**config.mk**
```make
export PLATFORM = sky130hd
export DESIGN_NAME = pipe_ctrl_flat
export DESIGN_NICKNAME = d
export VERILOG_FILES = /design/src/rtl/pipe_ctrl_pkg.sv /design/src/rtl/pipe_ctrl_if.sv /design/src/rtl/pipe_ctrl_decode.sv /design/src/rtl/pipe_ctrl.sv /design/src/flat_wrapper.sv
export SDC_FILE = /design/constraint.sdc
export NUM_CORES = 1
export LEC_CHECK = 0
export CAP_MARGIN = 0
export CORE_ASPECT_RATIO = 0.9
export CORE_MARGIN = 2
export CORE_UTILIZATION = 55
export DETAILED_ROUTE_END_ITERATION = 8
export MAX_ROUTING_LAYER = met4
export PLACE_DENSITY = 0.85
export SYNTH_ARGS = -nofsm -noshare
export SYNTH_HDL_FRONTEND = slang
export SYNTH_SLANG_ARGS = --single-unit
```
**constraint.sdc**
```tcl
create_clock -name clk -period 4 [get_ports clk]
set_input_delay 0.6 -clock clk [delete_from_list [all_inputs] [get_ports clk]]
set_output_delay 0.6 -clock clk [all_outputs]
set_load 0.05 [all_outputs]
```
**src/rtl/pipe_ctrl_pkg.sv**
```systemverilog
// pipe_ctrl_pkg: opcodes, ALUOp and forwarding encodings, and the control bundle carried down the pipe
package pipe_ctrl_pkg;
  localparam int OP_R_FORMAT = 0;
  localparam int OP_J        = 2;
  localparam int OP_BEQ      = 4;
  localparam int OP_ADDIU    = 9;
  localparam int OP_MADDU    = 28;
  localparam int OP_LW       = 35;
  localparam int OP_SW       = 43;
  typedef enum logic [1:0] {ALU_ADD = 2'b00, ALU_SUB = 2'b01, ALU_FUNCT = 2'b10} alu_op_e;
  typedef enum logic [1:0] {FWD_RF = 2'b00, FWD_MEMWB = 2'b01, FWD_EXMEM = 2'b10} fwd_sel_e;
  typedef struct packed {
    logic    reg_dst;
    logic    alu_src;
    alu_op_e alu_op;
    logic    branch;
    logic    jump;
    logic    mem_read;
    logic    mem_write;
    logic    reg_write;
    logic    mem_to_reg;
    logic    is_mul;
    logic    illegal;
  } ctrl_bundle_t;
  localparam ctrl_bundle_t CTRL_NOP = '0;
endpackage

```
**src/rtl/pipe_ctrl_if.sv**
```systemverilog
// pipe_ctrl_if: ID-stage inputs and per-stage control outputs; fwd_a/fwd_b exist only with PIPE_CTRL_FWD_EN
interface pipe_ctrl_if #(parameter int OPCODE_W = 6, parameter int REG_ADDR_W = 5);
  logic [OPCODE_W-1:0]   opcode_id;
  logic [REG_ADDR_W-1:0] rs_id, rt_id, rd_id;
  logic                  br_taken_ex;
  logic                  pc_write, ifid_write, ifid_flush;
  logic                  ex_alu_src, ex_branch, ex_jump, ex_mul_busy;
  logic [1:0]            ex_alu_op;
  logic                  mem_read, mem_write;
  logic                  wb_reg_write, wb_mem_to_reg;
  logic [REG_ADDR_W-1:0] wb_dst;
  logic                  illegal_op;
`ifdef PIPE_CTRL_FWD_EN
  logic [1:0]            fwd_a, fwd_b;
  modport master (
    output opcode_id, rs_id, rt_id, rd_id, br_taken_ex,
    input  pc_write, ifid_write, ifid_flush, ex_alu_src, ex_branch, ex_jump, ex_mul_busy, ex_alu_op,
           mem_read, mem_write, wb_reg_write, wb_mem_to_reg, wb_dst, illegal_op, fwd_a, fwd_b
  );
  modport slave (
    input  opcode_id, rs_id, rt_id, rd_id, br_taken_ex,
    output pc_write, ifid_write, ifid_flush, ex_alu_src, ex_branch, ex_jump, ex_mul_busy, ex_alu_op,
           mem_read, mem_write, wb_reg_write, wb_mem_to_reg, wb_dst, illegal_op, fwd_a, fwd_b
  );
`else
  modport master (
    output opcode_id, rs_id, rt_id, rd_id, br_taken_ex,
    input  pc_write, ifid_write, ifid_flush, ex_alu_src, ex_branch, ex_jump, ex_mul_busy, ex_alu_op,
           mem_read, mem_write, wb_reg_write, wb_mem_to_reg, wb_dst, illegal_op
  );
  modport slave (
    input  opcode_id, rs_id, rt_id, rd_id, br_taken_ex,
    output pc_write, ifid_write, ifid_flush, ex_alu_src, ex_branch, ex_jump, ex_mul_busy, ex_alu_op,
           mem_read, mem_write, wb_reg_write, wb_mem_to_reg, wb_dst, illegal_op
  );
`endif
endinterface

```
**src/rtl/pipe_ctrl_decode.sv**
```systemverilog
// ctrl_decode: combinational opcode to control bundle; unknown opcodes become a NOP flagged illegal
module ctrl_decode
  import pipe_ctrl_pkg::*;
#(
  parameter int OPCODE_W = 6
) (
  input  logic [OPCODE_W-1:0] opcode_i,
  output ctrl_bundle_t        ctrl_o
);
  always_comb begin
    ctrl_o = CTRL_NOP;
    case (opcode_i)
      OPCODE_W'(OP_R_FORMAT): begin
        ctrl_o.reg_dst   = 1'b1;
        ctrl_o.alu_op    = ALU_FUNCT;
        ctrl_o.reg_write = 1'b1;
      end
      OPCODE_W'(OP_MADDU): begin
        ctrl_o.reg_dst   = 1'b1;
        ctrl_o.alu_op    = ALU_FUNCT;
        ctrl_o.reg_write = 1'b1;
        ctrl_o.is_mul    = 1'b1;
      end
      OPCODE_W'(OP_ADDIU): begin
        ctrl_o.alu_src   = 1'b1;
        ctrl_o.reg_write = 1'b1;
      end
      OPCODE_W'(OP_LW): begin
        ctrl_o.alu_src    = 1'b1;
        ctrl_o.mem_read   = 1'b1;
        ctrl_o.reg_write  = 1'b1;
        ctrl_o.mem_to_reg = 1'b1;
      end
      OPCODE_W'(OP_SW): begin
        ctrl_o.alu_src   = 1'b1;
        ctrl_o.mem_write = 1'b1;
      end
      OPCODE_W'(OP_BEQ): begin
        ctrl_o.branch = 1'b1;
        ctrl_o.alu_op = ALU_SUB;
      end
      OPCODE_W'(OP_J): ctrl_o.jump = 1'b1;
      default: ctrl_o.illegal = 1'b1;
    endcase
  end
endmodule

```
**src/rtl/pipe_ctrl.sv**
```systemverilog
// pipe_ctrl: MIPS pipeline control (decode, ID/EX-EX/MEM-MEM/WB bundles, hazards, flush, MADDU hold)
// PIPE_CTRL_FWD_EN adds fwd_a/fwd_b and reduces RAW stalls to load-use only
module pipe_ctrl
  import pipe_ctrl_pkg::*;
#(
  parameter int OPCODE_W   = 6,
  parameter int REG_ADDR_W = 5,
  parameter int MUL_CYCLES = 4
) (
  input logic        clk,
  input logic        rst,
  pipe_ctrl_if.slave ctl
);
  localparam int CNT_W = $clog2(MUL_CYCLES + 1);
  typedef logic [REG_ADDR_W-1:0] reg_t;
  ctrl_bundle_t     id_ctrl, idex_q, idex_d;
  reg_t             idex_rt_q, idex_rt_d, idex_rd_q, idex_rd_d, ex_dst, exmem_dst_q, memwb_dst_q;
  logic             exmem_mr_q, exmem_mw_q, exmem_rw_q, exmem_m2r_q, memwb_rw_q, memwb_m2r_q;
  logic [CNT_W-1:0] cnt_q, cnt_d;
  logic             id_use_rs, id_use_rt, hold, flush, stall, bubble;
`ifdef PIPE_CTRL_FWD_EN
  reg_t             idex_rs_q, idex_rs_d;
`endif

  function automatic logic hit(reg_t src, reg_t dst, logic we);
    return we && dst != '0 && src == dst;
  endfunction

  ctrl_decode #(.OPCODE_W(OPCODE_W)) u_dec (.opcode_i(ctl.opcode_id), .ctrl_o(id_ctrl));

  always_comb begin
    id_use_rs = !id_ctrl.jump;
    id_use_rt = id_ctrl.reg_dst || id_ctrl.mem_write || id_ctrl.branch;
    ex_dst    = !idex_q.reg_write ? '0 : idex_q.reg_dst ? idex_rd_q : idex_rt_q;
    hold      = cnt_q != '0;
    flush     = ctl.br_taken_ex && !hold;
`ifdef PIPE_CTRL_FWD_EN
    stall     = idex_q.mem_read &&
                ((id_use_rs && hit(ctl.rs_id, ex_dst, idex_q.reg_write)) ||
                 (id_use_rt && hit(ctl.rt_id, ex_dst, idex_q.reg_write)));
`else
    // WB needs no check: the register file writes in the first half-cycle
    stall     = (id_use_rs && (hit(ctl.rs_id, ex_dst, idex_q.reg_write) || hit(ctl.rs_id, exmem_dst_q, exmem_rw_q))) ||
                (id_use_rt && (hit(ctl.rt_id, ex_dst, idex_q.reg_write) || hit(ctl.rt_id, exmem_dst_q, exmem_rw_q)));
`endif
    bubble    = flush || stall;
    idex_d    = hold ? idex_q : bubble ? CTRL_NOP : id_ctrl;
    idex_rt_d = hold ? idex_rt_q : bubble ? '0 : ctl.rt_id;
    idex_rd_d = hold ? idex_rd_q : bubble ? '0 : ctl.rd_id;
`ifdef PIPE_CTRL_FWD_EN
    idex_rs_d = hold ? idex_rs_q : bubble ? '0 : ctl.rs_id;
`endif
    cnt_d     = hold ? cnt_q - CNT_W'(1) : idex_d.is_mul ? CNT_W'(MUL_CYCLES - 1) : '0;
  end

  always_ff @(posedge clk or posedge rst) begin
    if (rst) begin
      idex_q      <= CTRL_NOP;
      idex_rt_q   <= '0;
      idex_rd_q   <= '0;
      cnt_q       <= '0;
      exmem_mr_q  <= 1'b0;
      exmem_mw_q  <= 1'b0;
      exmem_rw_q  <= 1'b0;
      exmem_m2r_q <= 1'b0;
      exmem_dst_q <= '0;
      memwb_rw_q  <= 1'b0;
      memwb_m2r_q <= 1'b0;
      memwb_dst_q <= '0;
    end else begin
      idex_q      <= idex_d;
      idex_rt_q   <= idex_rt_d;
      idex_rd_q   <= idex_rd_d;
      cnt_q       <= cnt_d;
      exmem_mr_q  <= !hold && idex_q.mem_read;
      exmem_mw_q  <= !hold && idex_q.mem_write;
      exmem_rw_q  <= !hold && idex_q.reg_write;
      exmem_m2r_q <= !hold && idex_q.mem_to_reg;
      exmem_dst_q <= hold ? '0 : ex_dst;
      memwb_rw_q  <= exmem_rw_q;
      memwb_m2r_q <= exmem_m2r_q;
      memwb_dst_q <= exmem_dst_q;
    end
  end

`ifdef PIPE_CTRL_FWD_EN
  always_ff @(posedge clk or posedge rst) begin
    if (rst) idex_rs_q <= '0;
    else idex_rs_q <= idex_rs_d;
  end
  assign ctl.fwd_a = (!idex_q.jump && hit(idex_rs_q, exmem_dst_q, exmem_rw_q)) ? FWD_EXMEM :
                     (!idex_q.jump && hit(idex_rs_q, memwb_dst_q, memwb_rw_q)) ? FWD_MEMWB : FWD_RF;
  assign ctl.fwd_b = ((idex_q.reg_dst || idex_q.mem_write || idex_q.branch) && hit(idex_rt_q, exmem_dst_q, exmem_rw_q)) ? FWD_EXMEM :
                     ((idex_q.reg_dst || idex_q.mem_write || idex_q.branch) && hit(idex_rt_q, memwb_dst_q, memwb_rw_q)) ? FWD_MEMWB : FWD_RF;
`endif

  assign ctl.pc_write      = !(hold || (stall && !flush));
  assign ctl.ifid_write    = !(hold || (stall && !flush));
  assign ctl.ifid_flush    = flush;
  assign ctl.ex_alu_src    = idex_q.alu_src;
  assign ctl.ex_branch     = idex_q.branch;
  assign ctl.ex_jump       = idex_q.jump;
  assign ctl.ex_alu_op     = idex_q.alu_op;
  assign ctl.ex_mul_busy   = idex_q.is_mul && hold;
  assign ctl.illegal_op    = idex_q.illegal;
  assign ctl.mem_read      = exmem_mr_q;
  assign ctl.mem_write     = exmem_mw_q;
  assign ctl.wb_reg_write  = memwb_rw_q;
  assign ctl.wb_mem_to_reg = memwb_m2r_q;
  assign ctl.wb_dst        = memwb_dst_q;
endmodule

```
**src/flat_wrapper.sv**
```systemverilog
// flat-port wrapper written by rule: the top's interface ports become plain ports
module pipe_ctrl_flat import pipe_ctrl_pkg::*;
#(
  parameter int OPCODE_W   = 6,
  parameter int REG_ADDR_W = 5,
  parameter int MUL_CYCLES = 4
)
  (clk, rst, ctl_opcode_id, ctl_rs_id, ctl_rt_id, ctl_rd_id, ctl_br_taken_ex, ctl_pc_write, ctl_ifid_write, ctl_ifid_flush, ctl_ex_alu_src, ctl_ex_branch, ctl_ex_jump, ctl_ex_mul_busy, ctl_ex_alu_op, ctl_mem_read, ctl_mem_write, ctl_wb_reg_write, ctl_wb_mem_to_reg, ctl_wb_dst, ctl_illegal_op);
  pipe_ctrl_if #(.OPCODE_W(OPCODE_W), .REG_ADDR_W(REG_ADDR_W)) ctl_i ();
  input logic clk;
  input logic rst;
  input wire logic [$bits(ctl_i.opcode_id)-1:0] ctl_opcode_id;
  input wire logic [$bits(ctl_i.rs_id)-1:0] ctl_rs_id;
  input wire logic [$bits(ctl_i.rt_id)-1:0] ctl_rt_id;
  input wire logic [$bits(ctl_i.rd_id)-1:0] ctl_rd_id;
  input wire logic [$bits(ctl_i.br_taken_ex)-1:0] ctl_br_taken_ex;
  output wire logic [$bits(ctl_i.pc_write)-1:0] ctl_pc_write;
  output wire logic [$bits(ctl_i.ifid_write)-1:0] ctl_ifid_write;
  output wire logic [$bits(ctl_i.ifid_flush)-1:0] ctl_ifid_flush;
  output wire logic [$bits(ctl_i.ex_alu_src)-1:0] ctl_ex_alu_src;
  output wire logic [$bits(ctl_i.ex_branch)-1:0] ctl_ex_branch;
  output wire logic [$bits(ctl_i.ex_jump)-1:0] ctl_ex_jump;
  output wire logic [$bits(ctl_i.ex_mul_busy)-1:0] ctl_ex_mul_busy;
  output wire logic [$bits(ctl_i.ex_alu_op)-1:0] ctl_ex_alu_op;
  output wire logic [$bits(ctl_i.mem_read)-1:0] ctl_mem_read;
  output wire logic [$bits(ctl_i.mem_write)-1:0] ctl_mem_write;
  output wire logic [$bits(ctl_i.wb_reg_write)-1:0] ctl_wb_reg_write;
  output wire logic [$bits(ctl_i.wb_mem_to_reg)-1:0] ctl_wb_mem_to_reg;
  output wire logic [$bits(ctl_i.wb_dst)-1:0] ctl_wb_dst;
  output wire logic [$bits(ctl_i.illegal_op)-1:0] ctl_illegal_op;
  assign ctl_i.opcode_id = ctl_opcode_id;
  assign ctl_i.rs_id = ctl_rs_id;
  assign ctl_i.rt_id = ctl_rt_id;
  assign ctl_i.rd_id = ctl_rd_id;
  assign ctl_i.br_taken_ex = ctl_br_taken_ex;
  assign ctl_pc_write = ctl_i.pc_write;
  assign ctl_ifid_write = ctl_i.ifid_write;
  assign ctl_ifid_flush = ctl_i.ifid_flush;
  assign ctl_ex_alu_src = ctl_i.ex_alu_src;
  assign ctl_ex_branch = ctl_i.ex_branch;
  assign ctl_ex_jump = ctl_i.ex_jump;
  assign ctl_ex_mul_busy = ctl_i.ex_mul_busy;
  assign ctl_ex_alu_op = ctl_i.ex_alu_op;
  assign ctl_mem_read = ctl_i.mem_read;
  assign ctl_mem_write = ctl_i.mem_write;
  assign ctl_wb_reg_write = ctl_i.wb_reg_write;
  assign ctl_wb_mem_to_reg = ctl_i.wb_mem_to_reg;
  assign ctl_wb_dst = ctl_i.wb_dst;
  assign ctl_illegal_op = ctl_i.illegal_op;
  pipe_ctrl #(.OPCODE_W(OPCODE_W), .REG_ADDR_W(REG_ADDR_W), .MUL_CYCLES(MUL_CYCLES)) u_core (.clk(clk), .rst(rst), .ctl(ctl_i));
endmodule
```
==> flow_summary.yaml, run 1 <==
outcome:
  status: "finished clean"
sta:
  hold_violations: 0
  hold_slack_ns: 0.379
  fmax_mhz: 280
  min_period_ns: 3.57
  setup_violations: 0
  setup_ws_ns: 0.426
  rsz0062_at_grt: "no"
  fin_worst_skew_ns: 0.00257
  report.final.slew_viol_count: 0
  timing.slew.headroom_pct: 65.8
  final.period_utilization_pct: 89.3
  worst_pin_slew_ns: 0.511
  finalSetupTns_ns: 0
detailed_routing:
  ant_nets: 0
  dr.first_iter.drc_count: 113
  vias_per_cell: 5.81
  firstDrtPassIters: 6
  wirelength_um: 4760
  via_count: 1726
  drc_errors: 0
  drt-wirelength-per-cell_um: 16.0
die:
  fp-row-count: 21
  die_y_um: 63.0
  core_area_um2: 3700
  die_w_um: 69.6
  dieArea_um2: 4380
  start_util_pct: 57.4
  num_io_pins: 43
synthesis:
  syn_area_um2: 2130
  syn_avg_cell_area_um2: 9.90
  yosys_warnings: 0
  synthCells: 215
  yosysMostFrequentCell: "dfrtp_1"
  synthTopCellsByCount: "39 x dfrtp_1, 24 x nand2_1, 12 x nand3_1"
  yosysTopAreaCell: "dfrtp_1"
  synth_seq_cells: 39
  synth-edff-count: 0
  synth_area_leaders: "dfrtp_1 46%, nand2_1 4.2%, xnor2_1 3.7%, xor2_1 3.3%, nand3_1 2.8%"
  yosysSeqAreaShare_pct: 45.9
  synth_top_area_share_pct: 45.9
  ys_types: 52
  syn_nets: 241
  async_reset_ff_share_pct: 100
  ys.flop_type: "dfrtp_1"
pwr:
  power.density_nw_per_um2: 477
  ir_drop_mv: 0.411
  p_leak_nw: 1.16
global_route:
  antenna_found_initial: 0
  grt_start_max_net_pins: 40
  grt_pass1_wl_um: 8050
  grt_pass1_vias: 1699
  overflow: 0
  grtUsageTotal_pct: 24.0
placed_design:
  dp.final_hpwl_um: 3410
  place_area_um2: 2560
  post-place-ws_ns: 0.430
  numPortBuffers: 42
  place_congestion: 0.915
critical_path:
  timing.rr.end: "u_core.idex_rt_q[4]"
  regToRegStartpoint: "u_core.idex_q[11]"
  start_kind: "input port"
  r2r_setup_slack_ns: 1.59
  crit_end: "ctl_ifid_write"
  path_max_fanout: 11
  crit_type: "in -> out"
  reg2reg_depth: 7
  end_kind: "output pin"
  crit_path_cell_trace: "clkdlybuf4s50_1 > or3_4 > nor4b_4 > o21bai_2 > a2111o_2 > o211ai_4 > a21oi_1 > buf_12"
  cp-startpoint: "ctl_opcode_id[3]"
  crit_required_ns: 3.40
  crit_arrival_ns: 2.97
  slowest_stage: "clkdlybuf4s50_1"
  max_stage_delay_ns: 0.57
finish:
  diodes: 0
  post-route-util_pct: 71.1
  layout.nets: 278
  drive_gt1_share_pct: 9.16
  fillers: 285
  fin_area_um2: 2640
  area_delta_synth_final_pct: 23.8
cts:
  clkLatencyLatePin_ns: 0.29
  root_buffer: "clkbuf_8"
  cts_setup_buffers: 0
  clkTransAtPathRegs_ns: 0.07
  cts_buffers: 5
  cts_tree: "done"
  cts.sinks: 39
  cts_hold_buf: 0
  cts_resized: 0
  clock_path_buffers: 2
  h-tree-depth: 2
flow_run:
  max-cap-violations: 0
min_path:
  hold_class: "reg -> reg"
  hold_depth: 0
[cell type report]
class / count / area, um^2 / area share [%]
clock buffer: 6 / 72.6 / 2.75
inverter: 10 / 37.5 / 1.42
tap: 46 / 57.6 / 2.18
timing repair buffer: 46 / 470 / 17.9
sequential: 39 / 976 / 37.0
multi-input combinational: 150 / 1020 / 38.7
[report_power, final]
part | switching [mW] | internal [mW] | leakage [nW] | total, mW
sequential | 0.0501 | 0.461 | 0.528 | 0.511
clock | 0.126 | 0.116 | 0.0371 | 0.242
combinational | 0.303 | 0.200 | 0.593 | 0.503
total | 0.479 | 0.777 | 1.16 | 1.26
[worst max-delay path, delay by kind of cell]
kind	cells	cell delay (ns)
compound gates	4	0.81
simple gates	2	0.79
buf+inv	2	0.77
[kinds of logic after synthesis]
kind of cell	Yosys count	synth area share, %
multiplexers	6	3.23
adder cells (fa/ha/maj)	2	1.18
buffers and inverters	26	6.17
AND/OR/NAND/NOR	79	20.4
XOR/XNOR	17	7.00
flip-flops	39	45.9
AO/OA/AOI/OAI	46	16.2
[how the worst min path moves through the flow]
stage	startpoint	end	slack, ns
2_1_floorplan	u_core.exmem_rw_q	u_core.ctl.wb_reg_write	0.40
3_3_place_gp	u_core.exmem_m2r_q	u_core.ctl.wb_mem_to_reg	0.37
3_5_place_dp	u_core.exmem_m2r_q	u_core.ctl.wb_mem_to_reg	0.37
4_1_cts	u_core.exmem_m2r_q	u_core.ctl.wb_mem_to_reg	0.38
5_1_grt	u_core.exmem_m2r_q	u_core.ctl.wb_mem_to_reg	0.40
6_report	u_core.exmem_m2r_q	u_core.ctl.wb_mem_to_reg	0.38
[stage by stage]
| step | std cells | power, mW |
|---|---|---|
| after global routing | 297 | 1.33 |
| after CTS | 297 | 1.26 |
| after floorplan | 215 | 0.847 |
| after detailed placement | 291 | 1.02 |
| after global placement | 291 | 1.00 |
| final | 297 | 1.26 |
[cell usage in the layout (no fill, tap or decap), types with 2 or more instances in the layout]
cell type,Yosys,layout
nand3_1,12,12
and2_1,4,4
clkbuf_8,0,5
o31ai_1,3,3
o22ai_1,4,4
ha_1,2,2
nor3_1,8,8
and3_1,7,7
nor2_1,9,9
o41ai_1,2,2
nor2b_1,2,2
mux2i_1,2,2
o21ai_1,4,4
xnor2_1,9,9
o21ai_0,11,11
mux2_2,3,3
a21oi_1,6,6
dfrtp_1,39,39
clkdlybuf4s50_1,0,40
nand2_1,24,24
o211ai_1,2,2
buf_4,3,4
buf_12,0,2
inv_1,10,10
xor2_1,8,8
[routing by layer]
metal,wire [um],vias up,GRT usage [%]
li1,-,827,-
met1,2250,824,33.8
met2,2130,68,35.1
met3,324,7,5.00
met4,56,0,7.35
met5,0,-,-
Power figures use the tool's default switching activity.
==> run 2, diff against run 1 <==
--- a/config.mk
+++ b/config.mk
@@ -5,7 +5,7 @@
 export SDC_FILE = /design/constraint.sdc
 export NUM_CORES = 1
 export LEC_CHECK = 0
-export CAP_MARGIN = 0
+export CAP_MARGIN = 30
 export CORE_ASPECT_RATIO = 0.9
 export CORE_MARGIN = 2
 export CORE_UTILIZATION = 55
==> results of run 2 <==
No change in the layout: final DEF, timing and power equal those of run 1.
==> run 3, diff against run 2 <==
--- a/config.mk
+++ b/config.mk
@@ -8,10 +8,10 @@
 export CAP_MARGIN = 30
 export CORE_ASPECT_RATIO = 0.9
 export CORE_MARGIN = 2
-export CORE_UTILIZATION = 55
+export CORE_UTILIZATION = 51
 export DETAILED_ROUTE_END_ITERATION = 8
 export MAX_ROUTING_LAYER = met4
-export PLACE_DENSITY = 0.85
+export PLACE_DENSITY = 0.79
 export SYNTH_ARGS = -nofsm -noshare
 export SYNTH_HDL_FRONTEND = slang
 export SYNTH_SLANG_ARGS = --single-unit
==> constraint.sdc (replaced) <==
create_clock -name clk -period 3.65 [get_ports clk]
set_input_delay 0.5475 -clock clk [delete_from_list [all_inputs] [get_ports clk]]
set_output_delay 0.5475 -clock clk [all_outputs]
set_load 0.05 [all_outputs]
==> flow_summary.yaml, run 3 (synthesized netlist as in run 1, its figures left out) <==
cts:
  clkLatencyLatePin_ns: 0.29
  cts_setup_buffers: 0
  cts_tree: "done"
  cts_resized: 0
  cts.sinks: 39
  root_buffer: "clkbuf_8"
  h-tree-depth: 2
  cts_hold_buf: 0
  clkTransAtPathRegs_ns: 0.06
  cts_buffers: 5
  clock_path_buffers: 2
detailed_routing:
  drc_errors: 0
  dr.first_iter.drc_count: 94
  firstDrtPassIters: 4
  wirelength_um: 4600
  ant_nets: 0
  drt-wirelength-per-cell_um: 15.3
  vias_per_cell: 5.64
  via_count: 1698
min_path:
  hold_depth: 0
  hold_class: "reg -> reg"
  min_from: "u_core.exmem_m2r_q"
  holdPathEnd: "u_core.ctl.wb_mem_to_reg"
critical_path:
  path_max_fanout: 7
  start_kind: "input port"
  slowest_stage: "clkdlybuf4s50_1"
  crit_required_ns: 3.10
  timing.rr.end: "u_core.idex_rt_q[3]"
  cp-startpoint: "ctl_opcode_id[0]"
  end_kind: "output pin"
  cp_top_family: "simple AND/OR/NAND/NOR gates"
  r2r_setup_slack_ns: 1.30
  regToRegStartpoint: "u_core.idex_q[11]"
  cp_num_buf_inv: 2
  crit_path_cell_trace: "clkdlybuf4s50_1 > or3_4 > nor4b_4 > nor4_2 > o221ai_4 > o211ai_4 > a21oi_1 > buf_12"
  max_stage_delay_ns: 0.52
  crit_arrival_ns: 2.86
  crit_type: "in -> out"
  reg2reg_depth: 7
sta:
  setup_violations: 0
  hold_slack_ns: 0.378
  rsz0062_at_grt: "no"
  final.period_utilization_pct: 93.4
  setup_ws_ns: 0.240
  min_period_ns: 3.41
  fin_worst_skew_ns: 0.00458
  hold_violations: 0
  timing.slew.headroom_pct: 66.1
  report.final.slew_viol_count: 0
  finalSetupTns_ns: 0
  worst_pin_slew_ns: 0.507
  fmax_mhz: 293
finish:
  diodes: 0
  instances_no_fill: 301
  drive_gt1_share_pct: 9.88
  area_delta_synth_final_pct: 24.6
  final_cell_mix: "40 x clkdlybuf4s50_1, 39 x dfrtp_1, 24 x nand2_1, 12 x nand3_1, 11 x o21ai_0"
  layout_commonest_cell: "clkdlybuf4s50_1"
  layout.nets: 280
pwr:
  p_leak_nw: 1.17
  ir_drop_mv: 0.556
  finalPower_mw: 1.38
  power.density_nw_per_um2: 520
die:
  core_area_um2: 4050
  fp-row-count: 22
  dieArea_um2: 4710
  die_w_um: 72.1
  num_io_pins: 43
  start_util_pct: 52.6
  die_y_um: 65.3
global_route:
  antenna_found_initial: 0
  grt_pass1_vias: 1588
  overflow: 0
  grt_pass1_wl_um: 7760
  grtUsageTotal_pct: 22.4
  grt_start_max_net_pins: 40
placed_design:
  dp_cells: 295
  place_congestion: 0.852
  dp.final_hpwl_um: 3360
  post-place-ws_ns: 0.256
  numPortBuffers: 42
outcome:
  status: "finished clean"
flow_run:
  max-cap-violations: 0
==> run 3: cell types whose count changed in the layout (fill, tap and decap cells not counted) <==
| cell | previous run | this run |
|---|---|---|
| buf_4 | 4 | 6 |
==> run 3: worst max-delay path by stage <==
stage | end | slack, ns | depth (start not counted)
2_1_floorplan | ctl_pc_write | 0.11 | 9
3_3_place_gp | ctl_pc_write | 0.27 | 8
3_5_place_dp | ctl_pc_write | 0.26 | 8
4_1_cts | ctl_pc_write | 0.24 | 8
5_1_grt | ctl_pc_write | 0.16 | 8
6_report | ctl_pc_write | 0.24 | 8
==> run 3: where the power goes <==
group,switching (mW),internal [mW]
clock,0.136,0.127
sequential,0.0544,0.505
combinational,0.334,0.222
total,0.524,0.854
==> run 3: worst register-to-register path, cell delays in order, from the launching register on <==
cell and delay, ns:
dfrtp_1 0.57, mux2_4 0.37, a21oi_1 0.15, o211ai_1 0.11, a2111o_2 0.51, o211ai_4 0.10, buf_4 0.28, o21ai_0 0.14
==> run 3: metal layers <==
layer	vias to the layer above	wire length [um]	global-route usage (%)	share of wire, %
met3	7	221	4.29	4.8
met5	-	0	-	0
li1	828	-	-	-
met2	52	2050	30.3	45
met1	811	2280	33.3	49
met4	0	53	7.78	1.2
==> run 3: final cells by class <==
cell class	instances	area, um^2
clock buffers	6	72.6
fillers	341	1390
inverters	10	37.5
multi-input cells	150	1020
flip-flops and latches	39	976
well taps	48	60.1
repair buffers	48	485
==> run 3: per-stage QoR <==
stage / instance area, um^2 / utilization [%]
global route: 2650 / 65.6
floorplan: 2130 / -
detailed placement: 2580 / 63.8
CTS: 2650 / 65.6
global placement: 2580 / 63.8
finish: 2650 / 65.6
